--- src/rtl/seg_display_arbiter.sv ---
// Display owner arbitration between the clock and four services, plus the
// anode scan, BCD-to-7-segment decode and edit-digit blink for the shared display.
module seg_display_arbiter #(
    parameter int SCAN_DIV  = 65536,
    parameter int BLINK_DIV = 25000000
) (
    input  logic        clk_osc,
    input  logic        resetn,
    input  logic [3:0]  svc_sel,
    input  logic [3:0]  finish,
    input  logic [15:0] num_time,
    input  logic [15:0] num_s1,
    input  logic [15:0] num_s2,
    input  logic [15:0] num_s3,
    input  logic [15:0] num_s4,
    input  logic [3:0]  edit_sel,
    output logic [3:0]  anode,
    output logic [7:0]  seg,
    output logic [2:0]  owner,
    output logic [3:0]  svc_led
);
    localparam int SW = $clog2(SCAN_DIV + 1);
    localparam int BW = $clog2(BLINK_DIV + 1);

    typedef enum logic [2:0] {IDLE = 3'd0, OWN1 = 3'd1, OWN2 = 3'd2, OWN3 = 3'd3, OWN4 = 3'd4} state_t;

    state_t          state;
    logic [3:0]      s_meta, ss, done, done_base, own_code;
    logic [SW-1:0]   scan_cnt;
    logic [BW-1:0]   blink_cnt;
    logic [1:0]      idx;
    logic            phase;
    logic [15:0]     cur;
    logic [3:0]      digit;
    logic            blank;

    always_ff @(posedge clk_osc or negedge resetn) begin
        if (!resetn) begin
            s_meta <= '0;
            ss     <= '0;
        end else begin
            s_meta <= svc_sel;
            ss     <= s_meta;
        end
    end

    // own_code is the owner's switch code in svc_sel bit order; doubles as the LED.
    always_comb begin
        case (state)
            OWN1:    own_code = 4'b1000;
            OWN2:    own_code = 4'b0100;
            OWN3:    own_code = 4'b0010;
            OWN4:    own_code = 4'b0001;
            default: own_code = 4'b0000;
        endcase
    end

    assign svc_led   = own_code;
    assign owner     = state;
    assign done_base = (ss == 4'b0000) ? 4'b0000 : done;

    always_ff @(posedge clk_osc or negedge resetn) begin
        if (!resetn) begin
            state <= IDLE;
            done  <= '0;
        end else begin
            done <= done_base;
            case (state)
                IDLE: begin
                    if ((ss & done) == 4'b0000) begin
                        case (ss)
                            4'b1000: state <= OWN1;
                            4'b0100: state <= OWN2;
                            4'b0010: state <= OWN3;
                            4'b0001: state <= OWN4;
                            default: state <= IDLE;
                        endcase
                    end
                end
                default: begin
                    if ((finish & own_code) != 4'b0000) begin
                        state <= IDLE;
                        done  <= done_base | own_code;
                    end else if (ss != own_code) begin
                        state <= IDLE;
                    end
                end
            endcase
        end
    end

    // Scan and blink timers free-run; ownership changes never restart them.
    always_ff @(posedge clk_osc or negedge resetn) begin
        if (!resetn) begin
            scan_cnt  <= '0;
            idx       <= 2'd0;
            blink_cnt <= '0;
            phase     <= 1'b0;
        end else begin
            if (scan_cnt == SW'(SCAN_DIV - 1)) begin
                scan_cnt <= '0;
                idx      <= idx + 2'd1;
            end else begin
                scan_cnt <= scan_cnt + SW'(1);
            end
            if (blink_cnt == BW'(BLINK_DIV - 1)) begin
                blink_cnt <= '0;
                phase     <= ~phase;
            end else begin
                blink_cnt <= blink_cnt + BW'(1);
            end
        end
    end

    always_comb begin
        case (state)
            OWN1:    cur = num_s1;
            OWN2:    cur = num_s2;
            OWN3:    cur = num_s3;
            OWN4:    cur = num_s4;
            default: cur = num_time;
        endcase
        case (idx)
            2'd0:    digit = cur[3:0];
            2'd1:    digit = cur[7:4];
            2'd2:    digit = cur[11:8];
            default: digit = cur[15:12];
        endcase
        // Only the set-time / set-alarm services edit digits.
        blank = ((state == OWN1) || (state == OWN2)) && edit_sel[idx] && phase;
    end

    function automatic logic [7:0] decode(input logic [3:0] d);
        case (d)
            4'd0:    decode = 8'hC0;
            4'd1:    decode = 8'hF9;
            4'd2:    decode = 8'hA4;
            4'd3:    decode = 8'hB0;
            4'd4:    decode = 8'h99;
            4'd5:    decode = 8'h92;
            4'd6:    decode = 8'h82;
            4'd7:    decode = 8'hF8;
            4'd8:    decode = 8'h80;
            4'd9:    decode = 8'h90;
            default: decode = 8'hFF;
        endcase
    endfunction

    always_ff @(posedge clk_osc or negedge resetn) begin
        if (!resetn) begin
            anode <= 4'hF;
            seg   <= 8'hFF;
        end else begin
            anode <= blank ? 4'hF : ~(4'b0001 << idx);
            seg   <= decode(digit) & ((idx == 2'd2) ? 8'h7F : 8'hFF);
        end
    end
endmodule

--- config.mk ---
export PLATFORM = sky130hd
export DESIGN_NAME = seg_display_arbiter
export DESIGN_NICKNAME = d
export VERILOG_FILES = /design/src/rtl/seg_display_arbiter.sv
export SDC_FILE = /design/constraint.sdc
export NUM_CORES = 1
export LEC_CHECK = 0
export CORE_AREA = 2 2 71 141
export CTS_BUF_LIST = sky130_fd_sc_hd__clkbuf_8
export DETAILED_ROUTE_END_ITERATION = 8
export DIE_AREA = 0 0 73 143
export GPL_ROUTABILITY_DRIVEN = 0
export PLACE_DENSITY = 0.87
export SLEW_MARGIN = 0
export SYNTH_ARGS = -nofsm -noshare
export SYNTH_HDL_FRONTEND = slang
export SYNTH_SLANG_ARGS = --single-unit
export TNS_END_PERCENT = 1
--- constraint.sdc ---
create_clock -name clk_osc -period 2.7 [get_ports clk_osc]
set_input_delay 0.54 -clock clk_osc [delete_from_list [all_inputs] [get_ports clk_osc]]
set_output_delay 0.54 -clock clk_osc [all_outputs]
set_load 0.02 [all_outputs]
==> results of run 1 <==
path summary, 6_finish.rpt:
check                      startpoint     end  slack (ns)  depth (start not counted)
setup / recovery             owner[0]  seg[5]        0.12                          6
hold / removal                 resetn   phase        0.20                          1
setup reg to reg             owner[0]  seg[5]        0.12                          6
hold reg to reg             s_meta[0]   ss[0]        0.35                          0
max in group asynchronous      resetn  seg[5]        1.77                          2
min in group clk_osc        s_meta[0]   ss[0]        0.35                          0
worst max-delay path, cell delays in order (launching register included):
cell     delay (ns)
dfrtp_2        0.52
and3b_1        0.35
a221o_1        0.41
o22a_1         0.20
o32a_4         0.40
or4_4          0.45
a21oi_1        0.19
sequential cells by signal, summed over array words and instances (netlist names):
name       cells
anode          4
scan_cnt      17
owner          3
phase          1
ss             4
idx            2
done           4
seg            8
s_meta         4
blink_cnt     25
synthesized netlist by cell type, drive strengths merged, types with 5 or more instances:
| cell | number |
|---|---|
| buf | 9 |
| ha | 10 |
| nand2 | 32 |
| mux4 | 6 |
| nand4 | 10 |
| nand3 | 21 |
| mux2i | 8 |
| and3 | 6 |
| o21ai | 17 |
| xor2 | 15 |
| a22o | 7 |
| nor2b | 5 |
| xnor2 | 22 |
| nand2b | 5 |
| a21oi | 13 |
| nor2 | 47 |
| nor4 | 5 |
| inv | 19 |
| dfrtp | 60 |
| nor3 | 9 |
| dfstp | 12 |
| clkbuf | 12 |
logic make-up after synthesis:
kind of cell / share of synthesized area [%]
simple gates: 19.4
compound gates: 15.6
mux: 6.01
buf+inv: 4.29
fa+ha+maj: 3.02
flops: 43.9
xor+xnor: 7.82
area by class of cell:
cell class	count	area [um2]	area share (%)
inverter	19	71.3	1.24
clock inverter	7	111	1.94
tap	104	130	2.26
clock buffer	9	124	2.16
multi-input combinational	309	2160	37.7
timing repair buffer	138	1330	23.1
sequential	72	1820	31.7
where the power goes:
part | leakage (uW) | internal [uW] | switching (uW)
combinational | 0.00141 | 389 | 340
clock | 0.000120 | 607 | 397
sequential | 0.000908 | 1170 | 43.8
routing by layer:
layer	track usage, %	up-vias
met1	23.3	1876
met2	44.5	170
met3	4.94	35
met5	0	-
met4	11.3	0
li1	-	1779
repair_timing:
item                                    in CTS  in global routing
pin swaps                                    0                  1
endpoints found under the setup margin       3                  7
hold buffers                                 0                  0
gates resized for setup                      3                  5
stage by stage:
| stage | std cells | total power [uW] |
|---|---|---|
| 3_3_place_gp | 642 | 1940 |
| 2_1_floorplan | 421 | 1590 |
| 4_1_cts | 658 | 2970 |
| 3_5_place_dp | 642 | 1960 |
| 5_1_grt | 658 | 3070 |
| 6_report | 658 | 2950 |
==> impl_metrics.csv, run 1 <==
group,metric,value,unit
clocking,post-cts-setup-buffers,0,
yosys,syn_area,4140,um2
floorplan,die_w,73,um
clocking,clk_pin_slew,0.08,ns
clocking,clkLatencyLatePin,0.35,ns
finish,postLayoutCellArea,5750,um2
setup_path,cp.required,2.98,ns
worst_hold_path,hp-class,"in -> async",
route,drc,0,
yosys,synthFlopType,"dfrtp_1",
route,vias,3860,
yosys,yosysSeqAreaShare,43.9,%
yosys,syn_inst,421,
yosys,ys_types,67,
yosys,synth_warnings,0,
global_route,grt_pass1_vias,4027,
place,hpwlAfterDp,9280,um
finish,nNetsFinal,653,
route,dr_wl_met2,6660,um
pwr,power_density,513,nW/um2
clocking,root_buffer,"clkbuf_8",
route,final_antenna_net_count,0,
finish,num_antenna_cells,0,
route,wl_per_cell,18.2,um
clocking,clk_path_buf_depth,2,
global_route,globalRouteOverflowTotal,0,
yosys,synth_top_area_share,36.3,%
finish,final_common_cell,"clkdlybuf4s50_1",
global_route,grt_pass1_wl,18800,um
setup_path,endpoint_kind,"register",
clocking,cts_tree,"done",
global_route,grt_max_degree,47,
outcome,status,"completed",
clocking,cts_sinks,72,
place,placed_area,5490,um2
sta,rsz0062_at_grt,"yes",
setup_path,crit_arrival,2.86,ns
pwr,leakage,0.00243,uW
yosys,synth-async-reset-ratio,100,%
route,drt-vias-per-instance,5.87,
sta,fmax,388,MHz
sta,maxSlewHeadroom,54.1,%
sta,fin_worst_skew,0.0114,ns
finish,final_cell_mix,"clkdlybuf4s50_1, dfrtp_1, nor2_1, nand2_1, buf_4",
setup_path,path_max_fanout,11,
yosys,synth_edf_count,0,
sta,finalSetupViolations,0,
floorplan,die_y,143,um
global_route,grt_usage,23.6,%
sta,hold_ws,0.199,ns
route,top_layer,"met4",
finish,drive_gt1_share,14.3,%
yosys,synth.avg_cell_area,9.84,um2
sta,hold_violations,0,
global_route,antenna_found_initial,0,
yosys,yosysTopAreaCell,"dfrtp_1",
clocking,numCtsBuffers,9,
finish,area_delta_synth_final,38.8,%
yosys,syn-num-nets,525,
finish,fillers,748,
finish,fin_util,61.7,%
floorplan,dieArea,10400,um2
place,dp_slack,-0.0645,ns
floorplan,row_count,50,
yosys,ys_ff_latch,72,
sta,finalMaxSlewViolations,0,
setup_path,crit_path_start_kind,"register",
floorplan,pin_count,113,
floorplan,core_area,9320,um2
sta,fin_ws,0.120,ns
setup_path,worstSetupPathType,"reg -> reg",
clocking,h-tree-depth,3,
sta,setup_tns,0,ns
place,portBuffers,112,
route,totalWireLength,11900,um
route,dr_wl_met3,799,um
sta,fin_crit_sh,95.6,%
route,dr.pass1.iters,7,
pwr,vdd_ir_drop_max,0.000415,V
floorplan,start_util,44.4,%
sta,period_minus_slack,2.58,ns
sta,worst_pin_slew,0.679,ns
route,drtIter0Drc,251,
run,maxCapViolations,0,
route,wl_met1,4110,um
yosys,netlist_top_cells_area,"dfrtp_1, dfstp_2, xnor2_1",
Power figures use the tool's default switching activity.
==> run 2: changes to the inputs <==
Settings changed: ABC_AREA set to 1, CORE_AREA 2 2 71 141 to 2 2 73 144, CTS_CLUSTER_SIZE set to 16, DIE_AREA 0 0 73 143 to 0 0 75 146, GPL_TIMING_DRIVEN set to 0.
==> impl_metrics.csv, run 2 <==
group,metric,value,unit
outcome,status,"completed",
finish,largestRegisters,"blink_cnt: 25 flops, scan_cnt: 17 flops, seg: 8 flops",
sta,finalMaxSlewViolations,0,
place,portBuffers,112,
clocking,cts_hold_buf,0,
setup_path,crit_arrival,2.07,ns
sta,rsz0062_at_grt,"no",
pwr,power_density,749,nW/um2
setup_path,cp_num_buf_inv,3,
sta,fin_crit_sh,96.7,%
setup_path,crit_top_cell,"buf_4",
yosys,synth-async-reset-ratio,100,%
floorplan,start_util,45.1,%
pwr,p_int,2640,uW
yosys,syn_area,4400,um2
floorplan,core_area,9760,um2
finish,largest_register_ffs,25,
yosys,netlist_top_cells_area,"dfrtp_1, nand2_1, dfstp_2",
pwr,seq_power_share,28.8,%
clocking,cts_sinks,72,
clocking,clk_path_buf_depth,2,
global_route,antenna_found_initial,0,
sta,hold_violations,0,
yosys,syn-num-nets,695,
global_route,grt_pass1_wl,20900,um
global_route,globalRouteOverflowTotal,0,
clocking,root_buffer,"clkbuf_8",
yosys,synthTopCellsByCount,"nand2_1, inv_1, nor2_1, dfrtp_1, nand3_1",
global_route,grt_util_met1,24.4,%
yosys,synth_most_common_cell,"nand2_1",
pwr,totalPowerFinal,4440,uW
finish,largest_register,"blink_cnt",
global_route,top_usage_layer,"met2",
setup_path,worstSetupPathType,"reg -> out",
clocking,cts_tree,"done",
yosys,synth_top_area_share,34.1,%
finish,nNetsFinal,818,
route,drtIter0Drc,305,
finish,area_delta_synth_final,34.8,%
yosys,yosysTopAreaCell,"dfrtp_1",
setup_path,crit_path_start_kind,"register",
pwr,vdd_ir_drop_max,0.000337,V
sta,fmax,383,MHz
yosys,synthFlopType,"dfrtp_1",
clocking,clkLatencyLatePin,0.35,ns
floorplan,row_count,51,
sta,maxSlewHeadroom,41.3,%
worst_hold_path,hp-class,"in -> async",
route,final_antenna_net_count,0,
floorplan,die_y,146,um
setup_path,path_max_fanout,10,
floorplan,pin_count,113,
floorplan,die_w,75,um
pwr,comb_power_share,48.0,%
setup_path,cp.required,2.16,ns
finish,num_antenna_cells,0,
sta,fin_worst_skew,0.00875,ns
yosys,synth.avg_cell_area,7.44,um2
finish,finalNonFillerCells,851,
global_route,grt_usage,24.7,%
finish,fin_util,60.7,%
setup_path,endpoint_kind,"output pin",
setup_path,cpLargestDelayFamily,"buffers and inverters",
global_route,grtUsageMet3,4.99,%
setup_path,critPathMaxStageDelay,0.62,ns
yosys,syn_inst,591,
route,dr.pass1.iters,5,
clocking,h-tree-depth,3,
global_route,grt_pass1_vias,4584,
clocking,numCtsBuffers,9,
route,drc,0,
floorplan,dieArea,11000,um2
place,hpwlAfterDp,10100,um
clocking,post-cts-setup-buffers,0,
finish,drive_gt1_share,8.48,%
global_route,use_met2,44.1,%
pwr,netSwitchingPower,1800,uW
global_route,grt_max_degree,73,
yosys,synth_warnings,0,
clocking,clk_pin_slew,0.08,ns
yosys,ys_types,42,
finish,final_common_cell,"nand2_1",
yosys,yosysSeqAreaShare,41.3,%
pwr,switching_share,40.5,%
route,wl_per_cell,15.7,um
sta,worst_pin_slew,0.880,ns
yosys,synth_edf_count,0,
run,maxCapViolations,0,
route,drt-vias-per-instance,5.39,
setup_path,crit_slowest_cell,"clkdlybuf4s50_1",
finish,final_cell_mix,"nand2_1, clkdlybuf4s50_1, inv_1, nor2_1, dfrtp_1",
pwr,leakage,0.00284,uW
clocking,cts_resized,0,
pwr,clkPwrFrac,23.3,%
place,placedCellCount,835,
sta,fin_ws,0.0892,ns
route,vias,4590,
sta,period_minus_slack,2.61,ns
setup_path,cp_cell_sequence,"buf_4 > nor3_2 > buf_4 > clkdlybuf4s50_1",
yosys,ys_ff_latch,72,
sta,finalSetupViolations,0,
place,dp_slack,0.220,ns
route,totalWireLength,13300,um
## run 2: cell types whose count changed after synthesis, sizes merged, moves of 6 or more
cell | previous run | this run
a22o | 7 | 1
and3 | 6 | 0
clkbuf | 12 | 1
inv | 19 | 86
mux2i | 8 | 0
mux4 | 6 | 0
nand2 | 32 | 167
nand3 | 21 | 40
nand4 | 10 | 34
nor2 | 47 | 66
nor3 | 9 | 17
xnor2 | 22 | 3
## run 2: area by class of cell
| type | instances | area (um2) |
|---|---|---|
| multi-input combinational | 422 | 2170 |
| tap | 132 | 165 |
| timing repair buffer | 112 | 1120 |
| fill | 813 | 3830 |
| inverter | 86 | 325 |
| sequential | 72 | 1820 |
| clock buffer | 9 | 124 |
| clock inverter | 7 | 120 |
| buffer | 11 | 88.8 |
## run 2: kinds of logic after synthesis
group | share of synthesized area (%)
xor gates and xnor gates | 4.38
AOI/OAI and AO/OA | 6.80
buffers and inverters | 9.41
DFF | 41.3
adders and majority gates | 2.84
and+or+nand+nor | 35.3
## run 2: path summary, 6_finish.rpt
kind / from / endpoint / slack (ns) / cells after the start
setup reg to reg: owner[1] / seg[5] / 0.15 / 16
hold / removal: resetn / blink_cnt[20] / 0.31 / 1
min in group clk_osc: s_meta[2] / ss[2] / 0.35 / 0
hold reg to reg: s_meta[2] / ss[2] / 0.35 / 0
max in group asynchronous: resetn / scan_cnt[8] / 1.82 / 1
setup / recovery: owner[2] / svc_led[2] / 0.09 / 4
## run 2: worst reg2reg max path: stages (launching register included)
cell and delay [ns]:
dfrtp_1 0.38, buf_4 0.19, nor2_8 0.16, nand2_4 0.12, nand2_4 0.13, buf_6 0.15, nand2_1 0.05, o21ai_0 0.30
nand4_1 0.19, nand2_2 0.16, inv_1 0.08, ha_1 0.17, nand3b_1 0.15, nand2_1 0.10, inv_1 0.04, nand2_1 0.06
nand2_1 0.05
## run 2: power by group through the flow
stage / Sequential, uW / Clock, uW / Combinational (uW)
CTS: 1280 / 1050 / 2110
global placement: 1290 / 0 / 2040
floorplan: 1380 / 0 / 1290
finish: 1280 / 1030 / 2130
detailed placement: 1300 / 0 / 2090
global route: 1290 / 1100 / 2330
## run 2: routing by layer
metal,vias up,routed length (um)
li1,2169,-
met1,2127,4570
met2,242,6950
met3,52,1090
met4,0,747
met5,-,0
## run 2: per-stage QoR
step / instance area, um2 / hold slack [ns] / TNS [ns]
final: 5930 / 0.314 / 0
after detailed placement: 5680 / 0.335 / 0
after CTS: 5930 / 0.337 / 0
after global placement: 5690 / 0.335 / -70.04
after floorplan: 4400 / 0.244 / 0
after global routing: 5930 / 0.357 / 0
==> RTL change 1, RTL diff (settings of run 1) <==
Reset style: synchronous (`resetn`), changed in 4 clocked blocks.
--- a/src/rtl/seg_display_arbiter.sv
+++ b/src/rtl/seg_display_arbiter.sv
@@ -36,3 +36,3 @@
 
-    always_ff @(posedge clk_osc or negedge resetn) begin
+    always_ff @(posedge clk_osc) begin
         if (!resetn) begin
@@ -61,3 +61,3 @@
 
-    always_ff @(posedge clk_osc or negedge resetn) begin
+    always_ff @(posedge clk_osc) begin
         if (!resetn) begin
@@ -92,3 +92,3 @@
     // Scan and blink timers free-run; ownership changes never restart them.
-    always_ff @(posedge clk_osc or negedge resetn) begin
+    always_ff @(posedge clk_osc) begin
         if (!resetn) begin
@@ -148,3 +148,3 @@
 
-    always_ff @(posedge clk_osc or negedge resetn) begin
+    always_ff @(posedge clk_osc) begin
         if (!resetn) begin
Check against the original RTL: differs if resetn is asserted again (counterexample within 4 cycles, from zero or initial values and one cycle with resetn low); with resetn held inactive, the same outputs for 10 cycles.
==> RTL change 1 against run 1 <==
  * Critical path depth is 2 lower
  * Sequential cell count stayed put
  * Setup slack worse by 0.0046 ns
  * Routed wire length is 2.0% lower
  * Total power is 13% lower
  * Largest power group unchanged
  * Sequential power is 7% lower
  * Synthesized area is 0.76% lower
  * Design area is 3.6% lower
==> RTL change 1: results <==
cells_and_area:
  layout.nets: 694
  drive_gt1_share_pct: 8.59
logic_synthesis:
  synth_mux_area_share_pct: 5.21
  synth_fa_ha_area_share_pct: 3.35
  synth_common_cells: "dfxtp_1 (72), nor2_1 (71), nand2_1 (32)"
  ys_seq_area_share_pct: 35.1
  synth-async-reset-ratio_pct: 0
  yosys_most_used_dff: "dfxtp_1"
  synth_xor_area_share_pct: 8.95
  synth_cell_type_count: 77
  synth_fp_nets: 583
  synth_compound_area_share_pct: 16.1
worst_hold_path:
  hold_path.class: "reg2reg"
global_routing:
  grt_first_pass_wirelength_um: 18700
  grt.total_usage_pct: 23.1
  grt_max_degree: 28
  grt_pass1_vias: 3997
pwr:
  p_leak_uw: 0.00201
  vdd_ir_drop_max_v: 0.000414
setup_path:
  cp.arrival_ns: 2.05
  r2r-start: "owner[2]"
  max_stage_delay_ns: 0.63
  worstReg2RegEnd: "seg[3]"
  r2r_slack_ns: 0.16
  reg2reg_depth: 8
  cpLargestDelayFamily: "buffers and inverters"
  worst_path_max_delay_cell: "clkdlybuf4s50_1"
timing:
  slew_headroom_pct: 58.9
  finalClockSkew_ns: 0.00823
routing:
  drt_pre_antenna_iters: 4
  routed_via_density: 5.65
  drt-wirelength-per-cell_um: 16.8
  drt_iter0_markers: 287
cts:
  cts_setup_buffers: 0
outcome:
  status: "completed"
-- RTL change 1: changes by cell type after synthesis, sizes merged, moves of 7 or more --
cell   delta
xor2     +12
and2      +8
dfrtp    -60
dfxtp    +72
nor2     +27
dfstp    -12
xnor2     -7
buf       +8
-- RTL change 1: metal layers --
metal,GRT usage [%],routed length [um],up-vias
met1,21.9,4060,1837
met2,43.6,6500,147
met5,0,0,-
met3,4.94,633,38
li1,-,-,1924
met4,13.0,511,0
-- RTL change 1: timing repair --
item / 4_1_cts / 5_1_grt
resized for setup: 1 / 1
endpoints found under the setup margin: 1 / 4
cloned: 0 / 0
-- RTL change 1: report_power, final --
| group | leakage, uW | internal [uW] | switching (uW) |
|---|---|---|---|
| registers | 0.000586 | 1100 | 33.0 |
| logic | 0.00133 | 324 | 285 |
| clock network | 0.0000952 | 426 | 404 |
-- RTL change 1: layout make-up --
class,count,area (um^2)
tap,104,130
clock buffer,9,124
inverter,14,53.8
timing repair buffer,127,1270
multi-input combinational,365,2450
sequential,72,1440
fill,787,3780
clock inverter,7,72.6
-- RTL change 1: logic make-up after synthesis --
kind of cell	count (synthesis)
AND/OR/NAND/NOR	210
AO/OA/AOI/OAI	85
flip-flops	72
XOR/XNOR	42
buffers and inverters	41
multiplexers	17
adder cells (fa/ha/maj)	11
-- RTL change 1: per-stage QoR --
| stage | worst slack, ns | cells | area [um^2] |
|---|---|---|---|
| 2_1_floorplan | 0.415 | 478 | 4110 |
| 3_3_place_gp | 0.0878 | 682 | 5340 |
| 3_5_place_dp | 0.0605 | 682 | 5340 |
| 4_1_cts | 0.0894 | 698 | 5540 |
| 5_1_grt | 0.00338 | 698 | 5540 |
| 6_report | 0.115 | 698 | 5540 |
-- RTL change 1: worst max-delay path by stage --
stage	from	depth (start not counted)	end	slack [ns]
floorplan	owner[2]	10	seg[1]	0.42
global placement	num_s1[9]	9	seg[1]	0.09
detailed placement	num_s1[9]	9	seg[1]	0.06
CTS	owner[0]	3	svc_led[0]	0.09
global route	owner[2]	4	svc_led[0]	0.003
finish	owner[2]	4	svc_led[0]	0.11
-- RTL change 1: worst register-to-register path, delay by kind of cell (launching register included) --
kind / cells / cell delay [ns]
AOI/OAI and AO/OA: 5 / 1.38
and+or+nand+nor: 2 / 0.28
buffers and inverters: 1 / 0.25
DFF: 1 / 0.52
==> RTL change 2, RTL diff (settings of run 1) <==
Made on the original files. Set the parameter `BLINK_DIV` to 50000000 (it was 25000000).
--- a/src/rtl/seg_display_arbiter.sv
+++ b/src/rtl/seg_display_arbiter.sv
@@ -4,3 +4,3 @@
     parameter int SCAN_DIV  = 65536,
-    parameter int BLINK_DIV = 25000000
+    parameter int BLINK_DIV = 50000000
 ) (
Function: no difference found for any inputs over 10 cycles, from zero or initial values and one cycle with resetn low; that may be too few to reach the edited logic, so the function may still have changed.
==> RTL change 2 against run 1 <==
  * Clock skew down 0.0050 ns
  * Setup slack worse by 0.049 ns
  * Routed wire length up 5.4%
  * Via count up 3.9%
  * Clock power down 26%
  * First-iteration DRC count down 1.6%
  * Utilization up 1.5 points
  * Sequential cell count up 1
  * Combinational power up 20%
  * Total power down 2.7%
  * Synthesized area up 3.1%
  * Design area up 2.4%
  * Critical path type unchanged
  * Largest cell class unchanged
  * Largest power group unchanged
==> RTL change 2: results <==
global_routing:
  grt_use_met1_pct: 24.2
  grt.total_usage_pct: 25.2
  grt_first_pass_wirelength_um: 20200
  grt_pass1_vias: 4312
  use_met3_pct: 5.36
  grt_max_degree: 43
  use_met2_pct: 46.8
timing:
  finalClockSkew_ns: 0.00642
  max_freq_ghz: 0.380
  worst_pin_slew_ns: 0.734
routing:
  drt_iter0_markers: 247
  routed_via_density: 5.93
  wl_met3_um: 732
  drt-wirelength-per-cell_um: 18.6
  dr_wl_met2_um: 6920
  met1_length_um: 4250
  drt_pre_antenna_iters: 5
outcome:
  status: "completed"
logic_synthesis:
  synth_cell_type_count: 66
  synth_common_cells: "dfrtp_1 (61), nor2_1 (40), nand2_1 (27)"
  synth_xor_area_share_pct: 8.21
  synth_fa_ha_area_share_pct: 2.93
  synth.avg_cell_area_um2: 9.95
  synthTopCellsByArea: "dfrtp_1 (36%), dfstp_2 (7.4%), mux2i_1 (4.5%)"
  synth_compound_area_share_pct: 14.7
  synth_fp_nets: 533
  synth_mux_area_share_pct: 6.04
  ys_seq_area_share_pct: 43.1
cells_and_area:
  multi_input_area_mm2: 0.00230
  reg_top3: "blink_cnt (26), scan_cnt (17), seg (8)"
  seq_share_pct: 31.3
  clock_cell_area_share_pct: 2.89
  comb.multi_input.count: 325
  layout.nonclk_buf_share_pct: 23.5
  fill_cells: 758
  n_all_inverters: 15
  buffers: 143
  layout.nets: 671
  drive_gt1_share_pct: 13.5
  nFlopsAndLatches: 73
  clock_buffers: 11
placement:
  place_inst: 659
  place_ws_ns: -0.138
  hpwl_um: 9850
setup_path:
  max_stage_delay_ns: 0.45
  worstReg2RegEnd: "seg[3]"
  cp.arrival_ns: 2.90
  cpLargestDelayFamily: "simple AND/OR/NAND/NOR gates"
  r2r_slack_ns: 0.07
  crit_start: "owner[0]"
  crit_fanout: 21
pwr:
  vdd_ir_drop_max_v: 0.000260
  p_leak_uw: 0.00247
-- RTL change 2: per-stage QoR --
stage / cell area [um^2] / hold WS [ns]
2_1_floorplan: 4270 / 0.244
3_3_place_gp: 5680 / 0.336
3_5_place_dp: 5680 / 0.339
4_1_cts: 5850 / 0.254
5_1_grt: 5890 / 0.289
6_report: 5890 / 0.246
-- RTL change 2: timing repair --
item	CTS	global route
cloned	0	0
setup endpoints to repair	1	6
resized for setup	2	8
buffers inserted	0	1
hold endpoints to repair	0	0
-- RTL change 2: worst register-to-register path, cell delays in order (launching register included) --
cell and delay (ns):
dfrtp_2 0.45, buf_12 0.18, buf_4 0.20, nor2_2 0.22, nand2_1 0.10, a311o_1 0.33, nand4_1 0.13, and2_1 0.18
ha_1 0.26, o21ai_0 0.16, or3b_1 0.35
-- RTL change 2: power by group --
part / internal (uW) / switching (uW)
Clock: 368 / 369
Sequential: 1200 / 53.2
Combinational: 461 / 417
